`config.mk`:
```
export PLATFORM = sky130hd
export DESIGN_NAME = chanel_result_buffer_flat
export DESIGN_NICKNAME = d
export VERILOG_FILES = /design/src/rtl/chanel_pkg.sv /design/src/rtl/chanel_result_buffer_if.sv /design/src/rtl/rr_pick.sv /design/src/rtl/chanel_result_buffer.sv /design/src/flat_wrapper.sv
export SDC_FILE = /design/constraint.sdc
export NUM_CORES = 1
export LEC_CHECK = 0
export CORE_MARGIN = 2
export CORE_UTILIZATION = 57
export CTS_BUF_LIST = sky130_fd_sc_hd__clkbuf_16
export DETAILED_ROUTE_END_ITERATION = 12
export MAX_ROUTING_LAYER = met4
export PLACE_DENSITY = 0.84
export SYNTH_ARGS = -nofsm -noshare
export SYNTH_HDL_FRONTEND = slang
export SYNTH_SLANG_ARGS = --single-unit
```
`constraint.sdc`:
```
create_clock -name clk -period 2.71 [get_ports clk]
set_input_delay 0.4065 -clock clk [delete_from_list [all_inputs] [get_ports clk]]
set_output_delay 0.4065 -clock clk [all_outputs]
set_load 0.1 [all_outputs]
```
`src/rtl/chanel_pkg.sv`:
```
// Shared types for the channel result buffer: result word pair and drain FSM states.
package chanel_pkg;
  localparam int DATA_W = 32;

  typedef struct packed {
    logic        [DATA_W-1:0] ac;
    logic signed [DATA_W-1:0] ph;
  } chan_res_t;

  typedef enum logic {IDLE, PRESENT} rb_state_t;
endpackage

```
`src/rtl/chanel_result_buffer_if.sv`:
```
// Result strobe from the distributor plus the valid/ready drain toward the host.
interface chanel_result_buffer_if #(
  parameter int AW = 2,
  parameter int DW = 32
);
  logic          i_vld;
  logic [AW-1:0] i_addres;
  logic [DW-1:0] i_ac;
  logic [DW-1:0] i_ph;
  logic          o_vld;
  logic          o_ready;
  logic [AW-1:0] o_addres;
  logic [DW-1:0] o_ac;
  logic [DW-1:0] o_ph;
  logic          o_ovr;

  // producer/consumer side
  modport master (
    output i_vld, i_addres, i_ac, i_ph, o_ready,
    input  o_vld, o_addres, o_ac, o_ph, o_ovr
  );

  // buffer side
  modport slave (
    input  i_vld, i_addres, i_ac, i_ph, o_ready,
    output o_vld, o_addres, o_ac, o_ph, o_ovr
  );
endinterface

```
`src/rtl/rr_pick.sv`:
```
// Combinational round-robin picker: first set request at or after the pointer, cyclically.
module rr_pick #(
  parameter  int N  = 4,
  localparam int AW = (N > 1) ? $clog2(N) : 1
) (
  input  logic [N-1:0]  i_req,
  input  logic [AW-1:0] i_ptr,
  output logic [AW-1:0] o_gnt,
  output logic          o_any
);
  assign o_any = |i_req;

  // scan from the farthest offset down so the nearest request is the last one written
  always_comb begin
    logic [AW-1:0] w_idx;
    o_gnt = '0;
    w_idx = '0;
    for (int i = N - 1; i >= 0; i--) begin
      w_idx = AW'((int'(i_ptr) + i) % N);
      if (i_req[w_idx]) o_gnt = w_idx;
    end
  end
endmodule

```
`src/rtl/chanel_result_buffer.sv`:
```
// One-entry-per-channel result store drained round-robin over valid/ready,
// with overrun flagging for results replaced before they were read.
module chanel_result_buffer
  import chanel_pkg::*;
#(
  parameter  int CHANELS = 4,
  parameter  int CNT_W   = 16,
  localparam int AW      = (CHANELS > 1) ? $clog2(CHANELS) : 1
) (
  input  logic                 clk,
  input  logic                 rstn,
  chanel_result_buffer_if.slave io_rb,
  output logic [CHANELS-1:0]   o_pending,
  output logic [CNT_W-1:0]     o_ovr_cnt
);
  chan_res_t          r_mem [CHANELS];
  logic [CHANELS-1:0] r_pend;
  logic [CHANELS-1:0] r_ovr;
  logic [AW-1:0]      r_rr_ptr;
  rb_state_t          r_state;
  logic               r_vld;
  logic [AW-1:0]      r_addres;
  chan_res_t          r_out;
  logic               r_out_ovr;
  logic [CNT_W-1:0]   r_ovr_cnt;

  logic               w_any;
  logic [AW-1:0]      w_sel;
  logic [AW-1:0]      w_ptr_nxt;
  logic               w_addr_ok;
  logic               w_wr;
  logic               w_load;
  logic               w_ovr_evt;
  logic [CHANELS-1:0] w_wr_oh;
  logic [CHANELS-1:0] w_clr_oh;
  logic [CHANELS-1:0] w_ovr_set;

  rr_pick #(.N(CHANELS)) u_pick (
    .i_req (r_pend),
    .i_ptr (r_rr_ptr),
    .o_gnt (w_sel),
    .o_any (w_any)
  );

  // out-of-range channel indices can only occur when CHANELS is not a power of two
  generate
    if (CHANELS == (1 << AW)) begin : g_full
      assign w_addr_ok = 1'b1;
    end else begin : g_part
      assign w_addr_ok = (int'(io_rb.i_addres) < CHANELS);
    end
  endgenerate

  assign w_wr      = io_rb.i_vld & w_addr_ok;
  // load when idle, or when the presented entry is taken this cycle (o_vld is 1 in PRESENT)
  assign w_load    = w_any & ((r_state == IDLE) | io_rb.o_ready);
  assign w_ptr_nxt = (w_sel == AW'(CHANELS - 1)) ? '0 : w_sel + AW'(1);

  // one-hot write and consume decode
  always_comb begin
    w_wr_oh  = '0;
    w_clr_oh = '0;
    for (int c = 0; c < CHANELS; c++) begin
      w_wr_oh[c]  = w_wr   && (io_rb.i_addres == AW'(c));
      w_clr_oh[c] = w_load && (w_sel == AW'(c));
    end
  end

  // a slot consumed in the same cycle it is rewritten is not an overrun
  assign w_ovr_set = w_wr_oh & r_pend & ~w_clr_oh;
  assign w_ovr_evt = |w_ovr_set;

  // slot storage and pend/ovr flags; the write wins pend over a same-cycle consume
  always_ff @(posedge clk or negedge rstn) begin
    if (!rstn) begin
      for (int c = 0; c < CHANELS; c++) r_mem[c] <= '0;
      r_pend <= '0;
      r_ovr  <= '0;
    end else begin
      for (int c = 0; c < CHANELS; c++) begin
        if (w_wr_oh[c]) begin
          r_mem[c].ac <= io_rb.i_ac;
          r_mem[c].ph <= io_rb.i_ph;
        end
      end
      r_pend <= w_wr_oh | (r_pend & ~w_clr_oh);
      r_ovr  <= w_ovr_set | (r_ovr & ~w_clr_oh);
    end
  end

  // saturating overrun counter
  always_ff @(posedge clk or negedge rstn) begin
    if (!rstn) begin
      r_ovr_cnt <= '0;
    end else if (w_ovr_evt && (r_ovr_cnt != '1)) begin
      r_ovr_cnt <= r_ovr_cnt + CNT_W'(1);
    end
  end

  // drain FSM with registered presentation; loads read the pre-edge slot contents
  always_ff @(posedge clk or negedge rstn) begin
    if (!rstn) begin
      r_state   <= IDLE;
      r_vld     <= 1'b0;
      r_addres  <= '0;
      r_out     <= '0;
      r_out_ovr <= 1'b0;
      r_rr_ptr  <= '0;
    end else begin
      case (r_state)
        IDLE, PRESENT: begin
          if (w_load) begin
            r_state   <= PRESENT;
            r_vld     <= 1'b1;
            r_addres  <= w_sel;
            r_out     <= r_mem[w_sel];
            r_out_ovr <= r_ovr[w_sel];
            r_rr_ptr  <= w_ptr_nxt;
          end else if ((r_state == PRESENT) && io_rb.o_ready) begin
            r_state <= IDLE;
            r_vld   <= 1'b0;
          end
        end
        default: begin
          r_state <= IDLE;
          r_vld   <= 1'b0;
        end
      endcase
    end
  end

  assign io_rb.o_vld    = r_vld;
  assign io_rb.o_addres = r_addres;
  assign io_rb.o_ac     = r_out.ac;
  assign io_rb.o_ph     = r_out.ph;
  assign io_rb.o_ovr    = r_out_ovr;
  assign o_pending      = r_pend;
  assign o_ovr_cnt      = r_ovr_cnt;
endmodule
```
`src/flat_wrapper.sv`:
```
// flat-port wrapper written by rule: the top's interface ports become plain ports
module chanel_result_buffer_flat import chanel_pkg::*;
#(
  parameter  int CHANELS = 4,
  parameter  int CNT_W   = 16,
  localparam int AW      = (CHANELS > 1) ? $clog2(CHANELS) : 1
)
  (clk, rstn, o_pending, o_ovr_cnt, io_rb_i_vld, io_rb_i_addres, io_rb_i_ac, io_rb_i_ph, io_rb_o_ready, io_rb_o_vld, io_rb_o_addres, io_rb_o_ac, io_rb_o_ph, io_rb_o_ovr);
  chanel_result_buffer_if io_rb_i ();
  input  logic clk;
  input  logic rstn;
  output logic [CHANELS-1:0] o_pending;
  output logic [CNT_W-1:0] o_ovr_cnt;
  input wire logic [$bits(io_rb_i.i_vld)-1:0] io_rb_i_vld;
  input wire logic [$bits(io_rb_i.i_addres)-1:0] io_rb_i_addres;
  input wire logic [$bits(io_rb_i.i_ac)-1:0] io_rb_i_ac;
  input wire logic [$bits(io_rb_i.i_ph)-1:0] io_rb_i_ph;
  input wire logic [$bits(io_rb_i.o_ready)-1:0] io_rb_o_ready;
  output wire logic [$bits(io_rb_i.o_vld)-1:0] io_rb_o_vld;
  output wire logic [$bits(io_rb_i.o_addres)-1:0] io_rb_o_addres;
  output wire logic [$bits(io_rb_i.o_ac)-1:0] io_rb_o_ac;
  output wire logic [$bits(io_rb_i.o_ph)-1:0] io_rb_o_ph;
  output wire logic [$bits(io_rb_i.o_ovr)-1:0] io_rb_o_ovr;
  assign io_rb_i.i_vld = io_rb_i_vld;
  assign io_rb_i.i_addres = io_rb_i_addres;
  assign io_rb_i.i_ac = io_rb_i_ac;
  assign io_rb_i.i_ph = io_rb_i_ph;
  assign io_rb_i.o_ready = io_rb_o_ready;
  assign io_rb_o_vld = io_rb_i.o_vld;
  assign io_rb_o_addres = io_rb_i.o_addres;
  assign io_rb_o_ac = io_rb_i.o_ac;
  assign io_rb_o_ph = io_rb_i.o_ph;
  assign io_rb_o_ovr = io_rb_i.o_ovr;
  chanel_result_buffer #(.CHANELS(CHANELS), .CNT_W(CNT_W)) u_core (.clk(clk), .rstn(rstn), .io_rb(io_rb_i), .o_pending(o_pending), .o_ovr_cnt(o_ovr_cnt));
endmodule
```
# Yosys cells after proc, flatten, opt, wreduce, memory -nomap -nowiden
# Index checks and enable logic that the tools add are counted.
dict set report op_classes {
  add_sub_neg 5
  magnitude_cmp 6
  n_eq_ne 7
  mux 20
  bitwise_logic 11
  n_reduce_logical 15
}
# cell count
set ops {}
lappend ops {{binary-select mux 64 bit (select 2 bit)} 1}
lappend ops {{two-way mux 64 bit} 2}
lappend ops {{adder 16 x 1 -> 16 bit (second input constant)} 1}
lappend ops {{AND 4 bit} 4}
lappend ops {{!= test 16 bit (second input constant)} 1}
lappend ops {{less-than comparator 2 x 3 -> 1 bit (second input constant)} 5}
lappend ops {{binary-select mux 1 bit (select 2 bit)} 5}
lappend ops {{logical AND 1 bit} 10}
lappend ops {{two-way mux 2 bit} 5}
lappend ops {{equality test 2 bit (second input constant)} 4}
lappend ops {{OR 4 bit} 2}
lappend ops {{OR reduction 4 bit} 2}
lappend ops {{two-way mux 1 bit} 7}
lappend ops {{adder 2 x 1 -> 2 bit (second input constant)} 2}
lappend ops {{adder 2 bit (second input constant)} 2}
lappend ops {{equality test 2 x 1 -> 1 bit (second input constant)} 2}
lappend ops {{zero test 2 bit} 2}
lappend ops {{inverter 4 bit} 1}
lappend ops {{>= comparator 3 bit (second input constant)} 1}
lappend ops {{inverter 2 -> 3 bit} 1}
lappend ops {{nonzero test 2 bit} 1}
lappend ops {{AND 1 bit} 1}
lappend ops {{inverter 1 bit} 1}
lappend ops {{OR 1 bit} 1}
dict set report totals {
  reg_bits 350
  in_bits 70
  out_inout_bits 88
}

# Logic depth before layout (Yosys ltp)
# Gate-level depths: netlist (run 1).
dict set report logic_depth {
  word_depth 13
  depth_mapped 11
}

# Hierarchy
# From an unflattened synthesis (run 1), not the netlist that was laid out.
dict set report unflattened {
  hier_cells 1176
  hier_area_um2 14881.8
}
# module instances cells_per_inst area_per_inst_um2
set modules_own_cells {}
lappend modules_own_cells {chanel_result_buffer 1 1163 14804.2}
lappend modules_own_cells {rr_pick 1 13 77.6}

# Worst setup path before layout (run 1)
# Ideal clock, no wire load.
dict set report synth_path {
  kind {register to register}
  startpoint {register u_core.r_pend[0], in the netlist u_core.o_pending[0]}
  endpoint {register u_core.r_ovr_cnt[12], in the netlist u_core.o_ovr_cnt[12]}
  setup_time_ns 0.159
  t_arrival_ns 2.743
  slack_ns -0.192
  stages_incl_launch_ff 10
  cell_sequence {dfrtp_1 > a21oi_1 > o21a_1 > o22a_1 > buf_6 > a311o_1 > a41oi_2 > buf_6 > nand4_1 > xnor2_1}
}
dict set report synth_between {
  elab_chain_cells 12
}
# item line
set synth_lines {}
lappend synth_lines {{start: declaration} chanel_result_buffer.sv:17} ;# logic [CHANELS-1:0] r_pend;
lappend synth_lines {{start signal: assignment} chanel_result_buffer.sv:86} ;# r_pend <= w_wr_oh | (r_pend & ~w_clr_oh);
lappend synth_lines {{binary-select mux 1 bit (select 2 bit)} rr_pick.sv:20} ;# if (i_req[w_idx]) o_gnt = w_idx;
lappend synth_lines {{two-way mux 1 bit (not written as such)} rr_pick.sv:20}
lappend synth_lines {{two-way mux 2 bit (4 in series)} rr_pick.sv:20}
lappend synth_lines {{equality test 2 x 1 -> 1 bit, or another cell as far along} chanel_result_buffer.sv:65} ;# w_clr_oh[c] = w_load && (w_sel == AW'(c));
lappend synth_lines {{logical AND 1 bit} chanel_result_buffer.sv:65}
lappend synth_lines {{inverter 4 bit} chanel_result_buffer.sv:70} ;# assign w_ovr_set = w_wr_oh & r_pend & ~w_clr_oh;
lappend synth_lines {{AND 4 bit (*)} chanel_result_buffer.sv:70}
lappend synth_lines {{OR reduction 4 bit (*)} chanel_result_buffer.sv:71} ;# assign w_ovr_evt = |w_ovr_set;
lappend synth_lines {{logical AND 1 bit (*)} chanel_result_buffer.sv:95} ;# end else if (w_ovr_evt && (r_ovr_cnt != '1)) begin
lappend synth_lines {{end signal: assignment} chanel_result_buffer.sv:96} ;# r_ovr_cnt <= r_ovr_cnt + CNT_W'(1);
lappend synth_lines {{end: declaration} chanel_result_buffer.sv:25} ;# logic [CNT_W-1:0] r_ovr_cnt;
# Mark *: on every way between the ends. The rest lies on a longest branch, timed or not. The select of a mux whose other input is x is not followed.
# A chain may end at the register's enable or synchronous reset.

# Worst setup path in the final report (run 1)
dict set report layout_path {
  startpoint {register u_core.r_pend[2], in the netlist u_core.o_pending[2]}
  endpoint {register u_core.r_ovr_cnt[1], in the netlist u_core.o_ovr_cnt[1]}
}
# Same word-level chain as after synthesis.

==> results of run 1 <==
-- through the flow --
step                power [mW]  worst slack (ns)
finish                    23.8             0.248
global route              25.2             0.118
CTS                       23.9             0.273
detailed placement        18.7             0.198
global placement          18.5             0.229
floorplan                 15.9             0.127
-- worst max-delay path by stage --
stage | startpoint | end | slack, ns
2_1_floorplan | u_core.o_pending[0] | u_core.o_ovr_cnt[12] | 0.13
3_3_place_gp | io_rb_i_addres[1] | u_core.o_ovr_cnt[1] | 0.23
3_5_place_dp | io_rb_i_addres[1] | u_core.o_ovr_cnt[1] | 0.20
4_1_cts | u_core.o_pending[2] | u_core.o_ovr_cnt[1] | 0.27
5_1_grt | u_core.r_rr_ptr[1] | u_core.io_rb.o_ph[30] | 0.12
6_report | u_core.o_pending[2] | u_core.o_ovr_cnt[1] | 0.25
-- metal layers --
metal  share of wire  vias up  global-route usage
li1                -     5246                   -
met1            0.44     5567               0.348
met2            0.48      321               0.408
met3           0.061       55              0.0461
met4           0.018        0              0.0641
met5               0        -                   -
-- layout make-up --
type	instances	area (µm²)
Sequential cell	350	8760
Multi-Input combinational cell	1062	6000
Timing Repair Buffer	181	1650
Clock inverter	29	265
Fill cell	1883	7960
Antenna cell	2	5.00
Tap cell	335	419
Inverter	5	18.8
Clock buffer	39	976
-- logic make-up (layout without fill, tap and decap cells) --
family,Yosys count,after routing
other cells,0,2
compound gates,154,154
fa+ha+maj,1,1
simple gates,697,697
xor+xnor,16,16
buf+inv,103,254
flops,350,350
mux,194,194
-- critical path, cell delays in order (launching register included) --
cell and delay [ns]:
dfrtp_2 0.47, nor4_1 0.48, a21oi_1 0.15, a311o_1 0.43, a41oi_2 0.22, buf_4 0.22
mux2_2 0.35
-- Yosys cell counts (2+ instances only) --
| cell | number | area share |
|---|---|---|
| xnor2_1 | 15 | 0.0087 |
| dfrtp_1 | 350 | 0.58 |
| inv_1 | 5 | 0.0012 |
| buf_2 | 15 | 0.0050 |
| nor3b_1 | 2 | 0.00099 |
| nand3b_1 | 2 | 0.00099 |
| clkbuf_1 | 74 | 0.018 |
| buf_1 | 7 | 0.0017 |
| o21ai_0 | 136 | 0.045 |
| a311o_1 | 2 | 0.0013 |
| and3_1 | 7 | 0.0029 |
| nand2_1 | 602 | 0.15 |
| o31ai_1 | 2 | 0.00099 |
| a21o_1 | 2 | 0.00099 |
| nand3_1 | 71 | 0.024 |
| a21oi_1 | 4 | 0.0013 |
| buf_6 | 2 | 0.0015 |
| nand4_1 | 8 | 0.0033 |
| mux2_2 | 193 | 0.14 |
-- report_power, final --
part	switching, mW	internal, mW	total (mW)
Combinational	8.33	2.96	11.3
Sequential	0.846	6.56	7.41
Clock	2.03	3.09	5.11
Total	11.2	12.6	23.8
-- flip-flops by register name, summed over array words and instances (netlist names) --
name,cells
u_core.o_ovr_cnt,16
u_core.r_state,1
u_core.io_rb.o_ovr,1
u_core.r_ovr,4
u_core.r_rr_ptr,2
u_core.io_rb.o_addres,2
u_core.r_mem,256
u_core.o_pending,4
u_core.io_rb.o_ac,32
u_core.io_rb.o_ph,32
==> impl_metrics.csv, run 1 <==
group,metric,value,unit
run_status,status,"finished clean",
yosys,yosys_warnings,0,
yosys,synthSimpleGateAreaFrac,0.183,
place,gp_congestion,0.775,
timing,setup_viol,0,
timing,fin_skew,0.0139,ns
critical_path,critPathKind,"reg2reg",
critical_path,r2r_start,"u_core.o_pending[2]",
finish,final_nets,1708,
place,port-buffer-count,157,
finish,layout_common_cells,"nand2_1, dfrtp_1, mux2_2",
yosys,synth_cell_type_count,35,
yosys,synth_mux_area_frac,0.144,
critical_path,r2r_cells,6,
clocking,hold_buffers,1,
drt,antenna_left,0,
finish,post-route-util,0.694,
global_routing,grt_use_total,0.257,
timing,rsz0062_at_grt,"no",
global_routing,overflow,0,
timing,fmax,0.406,GHz
critical_path,worstPathRequired,3.10,ns
place,placed_area,0.0168,mm²
yosys,synth_fa_ha_area_frac,0.000828,
global_routing,grt_pass1_wl,56.8,mm
critical_path,crit_path_start_kind,"register",
critical_path,worst-endpoint-arrival,2.85,ns
place,post-dp-hpwl,19.4,mm
clocking,cts_resized,0,
critical_path,reg2reg_to,"u_core.o_ovr_cnt[1]",
timing,period_needed,2.46,ns
yosys,synth_edf_count,0,
drt,viasPerCell,5.59,
finish,design_area,0.0181,mm²
critical_path,critPathMaxFanout,13,
timing,worst_slew_margin_rel,0.406,
global_routing,grt_pass1_vias,11161,
clocking,tritoncts,"built",
finish,final_common_cell,"nand2_1",
yosys,synth_top_family_by_area,"simple AND/OR/NAND/NOR gates",
yosys,synth_xor_area_frac,0.00927,
pwr,power_density,1320,mW/mm²
finish,drive_above_1_share,0.224,
finish,area_growth,19.7,%
clocking,cts-root-buf,"clkbuf_16",
yosys,async_flop_share,1.00,
floorplan,die_h,167,µm
critical_path,endpoint_kind,"register",
clocking,numCtsBuffers,37,
critical_path,r2r_slack,0.25,ns
yosys,yosysSeqAreaShare,0.579,
clocking,cts_htree_levels,2,
timing,drv_slew,0,
drt,drc,0,
pwr,power.leakage,8.59,nW
yosys,netlist_instances,1515,
yosys,ys_ff_latch,350,
drt,drt-total-wl,34.5,mm
timing,tightest_slew,0.891,ns
clocking,clk_latency,0.51,ns
clocking,clockBufferDepth,3,
timing,post-route-period-util,0.908,
pwr,ir_drop,1.28,mV
clocking,clkTransAtPathRegs,0.06,ns
finish,final_cells,2003,
global_routing,grt_start_max_net_pins,133,
hold_path,hold_class,"in2async",
floorplan,die-width,167,µm
drt,vias,11189,
drt,drt_iter0_markers,859,
yosys,synth_area_per_cell,9.98,µm²
floorplan,core.rowCount,59,
floorplan,core-area,0.0261,mm²
yosys,syn_area,0.0151,mm²
yosys,ys.flop_type,"dfrtp_1",
timing,finalHoldViolations,0,
floorplan,dieArea,0.0278,mm²
drt,drt-pass1-iter-count,8,
clocking,post_cts_buffers,0,
global_routing,antenna_found_initial,2,
timing,fin_setup_tns,0,ns
place,dp_cells,1932,
yosys,synth_compound_area_frac,0.0549,
floorplan,start_util,0.580,
job,drv_cap,0,
drt,wl_per_cell,17.2,µm
yosys,synth_fp_nets,1586,
timing,worst_hold_slack,0.463,ns
floorplan,ios,158,
clocking,cts.sinks,350,
No activity file was read; power rests on OpenSTA's default activity.
==> inputs of run 2 (changes only) <==
==> constraint.sdc (replaced) <==
create_clock -name clk -period 2.7 [get_ports clk]
set_input_delay 0.405 -clock clk [delete_from_list [all_inputs] [get_ports clk]]
set_output_delay 0.405 -clock clk [all_outputs]
set_load 0.1 [all_outputs]
==> run 2 against run 1 <==
Net effect: sequential share of layout area is 0.50 points higher; clock power is 11% lower; setup slack worse by 0.035 ns; final area is 1.0% lower; register-to-register slack worse by 0.04 ns; global-route usage is 0.52 points higher; critical path type unchanged.
==> impl_metrics.csv, run 2 (same netlist as run 1, synthesis figures left out) <==
group,metric,value,unit
drt,drt-total-wl,34.9,mm
critical_path,cpMaxStageDelayCell,"buf_12",
critical_path,critPathMaxStageDelay,0.55,ns
critical_path,critPathTopFamily,"compound AO/OA/AOI/OAI gates",
drt,wl_per_cell,17.5,µm
clocking,numCtsBuffers,36,
clocking,cts.sinks,350,
global_routing,grt_start_max_net_pins,133,
place,post-dp-hpwl,19.5,mm
timing,worst_hold_slack,0.460,ns
timing,fin_setup_tns,0,ns
timing,rsz0062_at_grt,"no",
drt,vias,11389,
finish,largest_register,"u_core.r_mem",
place,port-buffer-count,157,
finish,final_nets,1706,
finish,area_growth,18.5,%
floorplan,die_h,167,µm
timing,post-route-period-util,0.921,
pwr,power_density,1310,mW/mm²
finish,final_common_cell,"nand2_1",
critical_path,critPathKind,"reg2reg",
floorplan,ios,158,
pwr,ir_drop,1.70,mV
clocking,clkTransAtPathRegs,0.06,ns
clocking,tritoncts,"built",
timing,drv_slew,0,
finish,fillers,1911,
finish,largest_register_ffs,256,
critical_path,critPathMaxFanout,129,
global_routing,grt_use_total,0.262,
critical_path,crit_path_start_kind,"register",
clocking,clk_latency,0.52,ns
run_status,status,"finished clean",
critical_path,endpoint_kind,"register",
finish,layout_common_cells,"nand2_1, dfrtp_1, mux2_2",
hold_path,hold_class,"in2async",
pwr,power.leakage,8.52,nW
drt,drt-pass1-iter-count,5,
timing,finalHoldViolations,0,
critical_path,path_buf_inv,1,
floorplan,dieArea,0.0278,mm²
drt,viasPerCell,5.71,
global_routing,grt_pass1_wl,58.2,mm
place,gp_congestion,0.780,
finish,drive_above_1_share,0.217,
drt,antenna_left,0,
timing,period_needed,2.49,ns
finish,final_cells,1995,
finish,antennaDiodeCount,0,
global_routing,antenna_found_initial,0,
clocking,clockBufferDepth,3,
critical_path,path_cells,"a21oi_1 > o21a_1 > o22ai_4 > buf_12 > nand2_1 > nand3_1 > o21ai_0 > o21ai_0",
drt,drt_iter0_markers,824,
place,dp_cells,1931,
clocking,cts_htree_levels,2,
critical_path,worstPathRequired,3.10,ns
timing,setup_viol,0,
critical_path,crit_top_cell,"o21ai_0",
timing,fmax,0.402,GHz
floorplan,start_util,0.580,
timing,fin_skew,0.0138,ns
timing,worst_slew_margin_rel,0.410,
floorplan,core.rowCount,59,
floorplan,die-width,167,µm
global_routing,overflow,0,
timing,tightest_slew,0.886,ns
drt,drc,0,
global_routing,grt_pass1_vias,11492,
job,drv_cap,0,
clocking,cts-root-buf,"clkbuf_16",
critical_path,worst-endpoint-arrival,2.89,ns
floorplan,core-area,0.0261,mm²
run 2: changes by cell type in the layout (fill, tap and decap cells not counted), moves of 2 or more:
cell / delta
bufinv_16: -4
clkbuf_16: -2
clkinv_2: -7
diode_2: -2
inv_1: +8
inv_6: +2
run 2: final timing paths:
path,start,to,slack (ns),depth (start not counted)
setup / recovery,u_core.r_rr_ptr[1],u_core.io_rb.o_ac[25],0.21,8
hold / removal,rstn,u_core.r_mem[163],0.46,2
setup reg to reg,u_core.r_rr_ptr[1],u_core.io_rb.o_ac[25],0.21,8
hold reg to reg,u_core.r_mem[64],u_core.r_mem[64],0.47,2
max in group asynchronous,rstn,u_core.r_mem[68],1.32,3
min in group clk,u_core.r_mem[64],u_core.r_mem[64],0.47,2
run 2: routing by layer:
metal / up-vias / share of wire / GRT usage / routed length [µm]
li1: 5231 / - / - / -
met1: 5749 / 0.42 / 0.343 / 14800
met2: 345 / 0.49 / 0.423 / 17100
met3: 64 / 0.062 / 0.0437 / 2180
met4: 0 / 0.024 / 0.0810 / 846
met5: - / 0 / - / 0
run 2: report_power, final:
| part | switching [mW] | total [mW] | internal, mW | leakage (nW) |
|---|---|---|---|---|
| logic | 8.44 | 11.4 | 2.97 | 3.71 |
| registers | 0.848 | 7.43 | 6.59 | 4.24 |
| clock network | 1.97 | 4.55 | 2.57 | 0.572 |
run 2: timing repair:
action,CTS,global route
hold endpoints to repair,76,0
buffers inserted,0,0
hold buffers,1,0
resized for setup,0,0
run 2: area by class of cell:
class | instances | area [µm²] | area share
well taps | 335 | 419 | 0.0234
clock buffers | 37 | 926 | 0.0517
repair buffers | 180 | 1640 | 0.0918
flip-flops and latches | 350 | 8760 | 0.489
clock inverters | 26 | 141 | 0.00789
multi-input cells | 1062 | 6000 | 0.335
inverters | 5 | 18.8 | 0.00105
run 2: worst register-to-register path, cell delays in order (launching register included):
cell	delay [ns]
dfrtp_1	0.51
a21oi_1	0.11
o21a_1	0.22
o22ai_4	0.32
buf_12	0.55
nand2_1	0.16
nand3_1	0.10
o21ai_0	0.11
o21ai_0	0.28
run 2: metrics by stage:
stage | instance area, µm² | total power, mW | setup slack (ns) | utilization
floorplan | 15100 | 15.9 | 0.117 | -
global placement | 16800 | 18.5 | 0.226 | 0.646
detailed placement | 16800 | 18.8 | 0.210 | 0.646
CTS | 17900 | 23.5 | 0.242 | 0.687
global route | 17900 | 24.8 | 0.0975 | 0.687
finish | 17900 | 23.4 | 0.213 | 0.687
==> inputs of run 3 (changes only) <==
--- a/config.mk
+++ b/config.mk
@@ -11,6 +11,7 @@
 export DETAILED_ROUTE_END_ITERATION = 12
 export MAX_ROUTING_LAYER = met4
 export PLACE_DENSITY = 0.84
+export SLEW_MARGIN = 15
 export SYNTH_ARGS = -nofsm -noshare
 export SYNTH_HDL_FRONTEND = slang
 export SYNTH_SLANG_ARGS = --single-unit
==> results of run 3 <==
The final DEF is identical to that of run 2; final timing and power are the same.
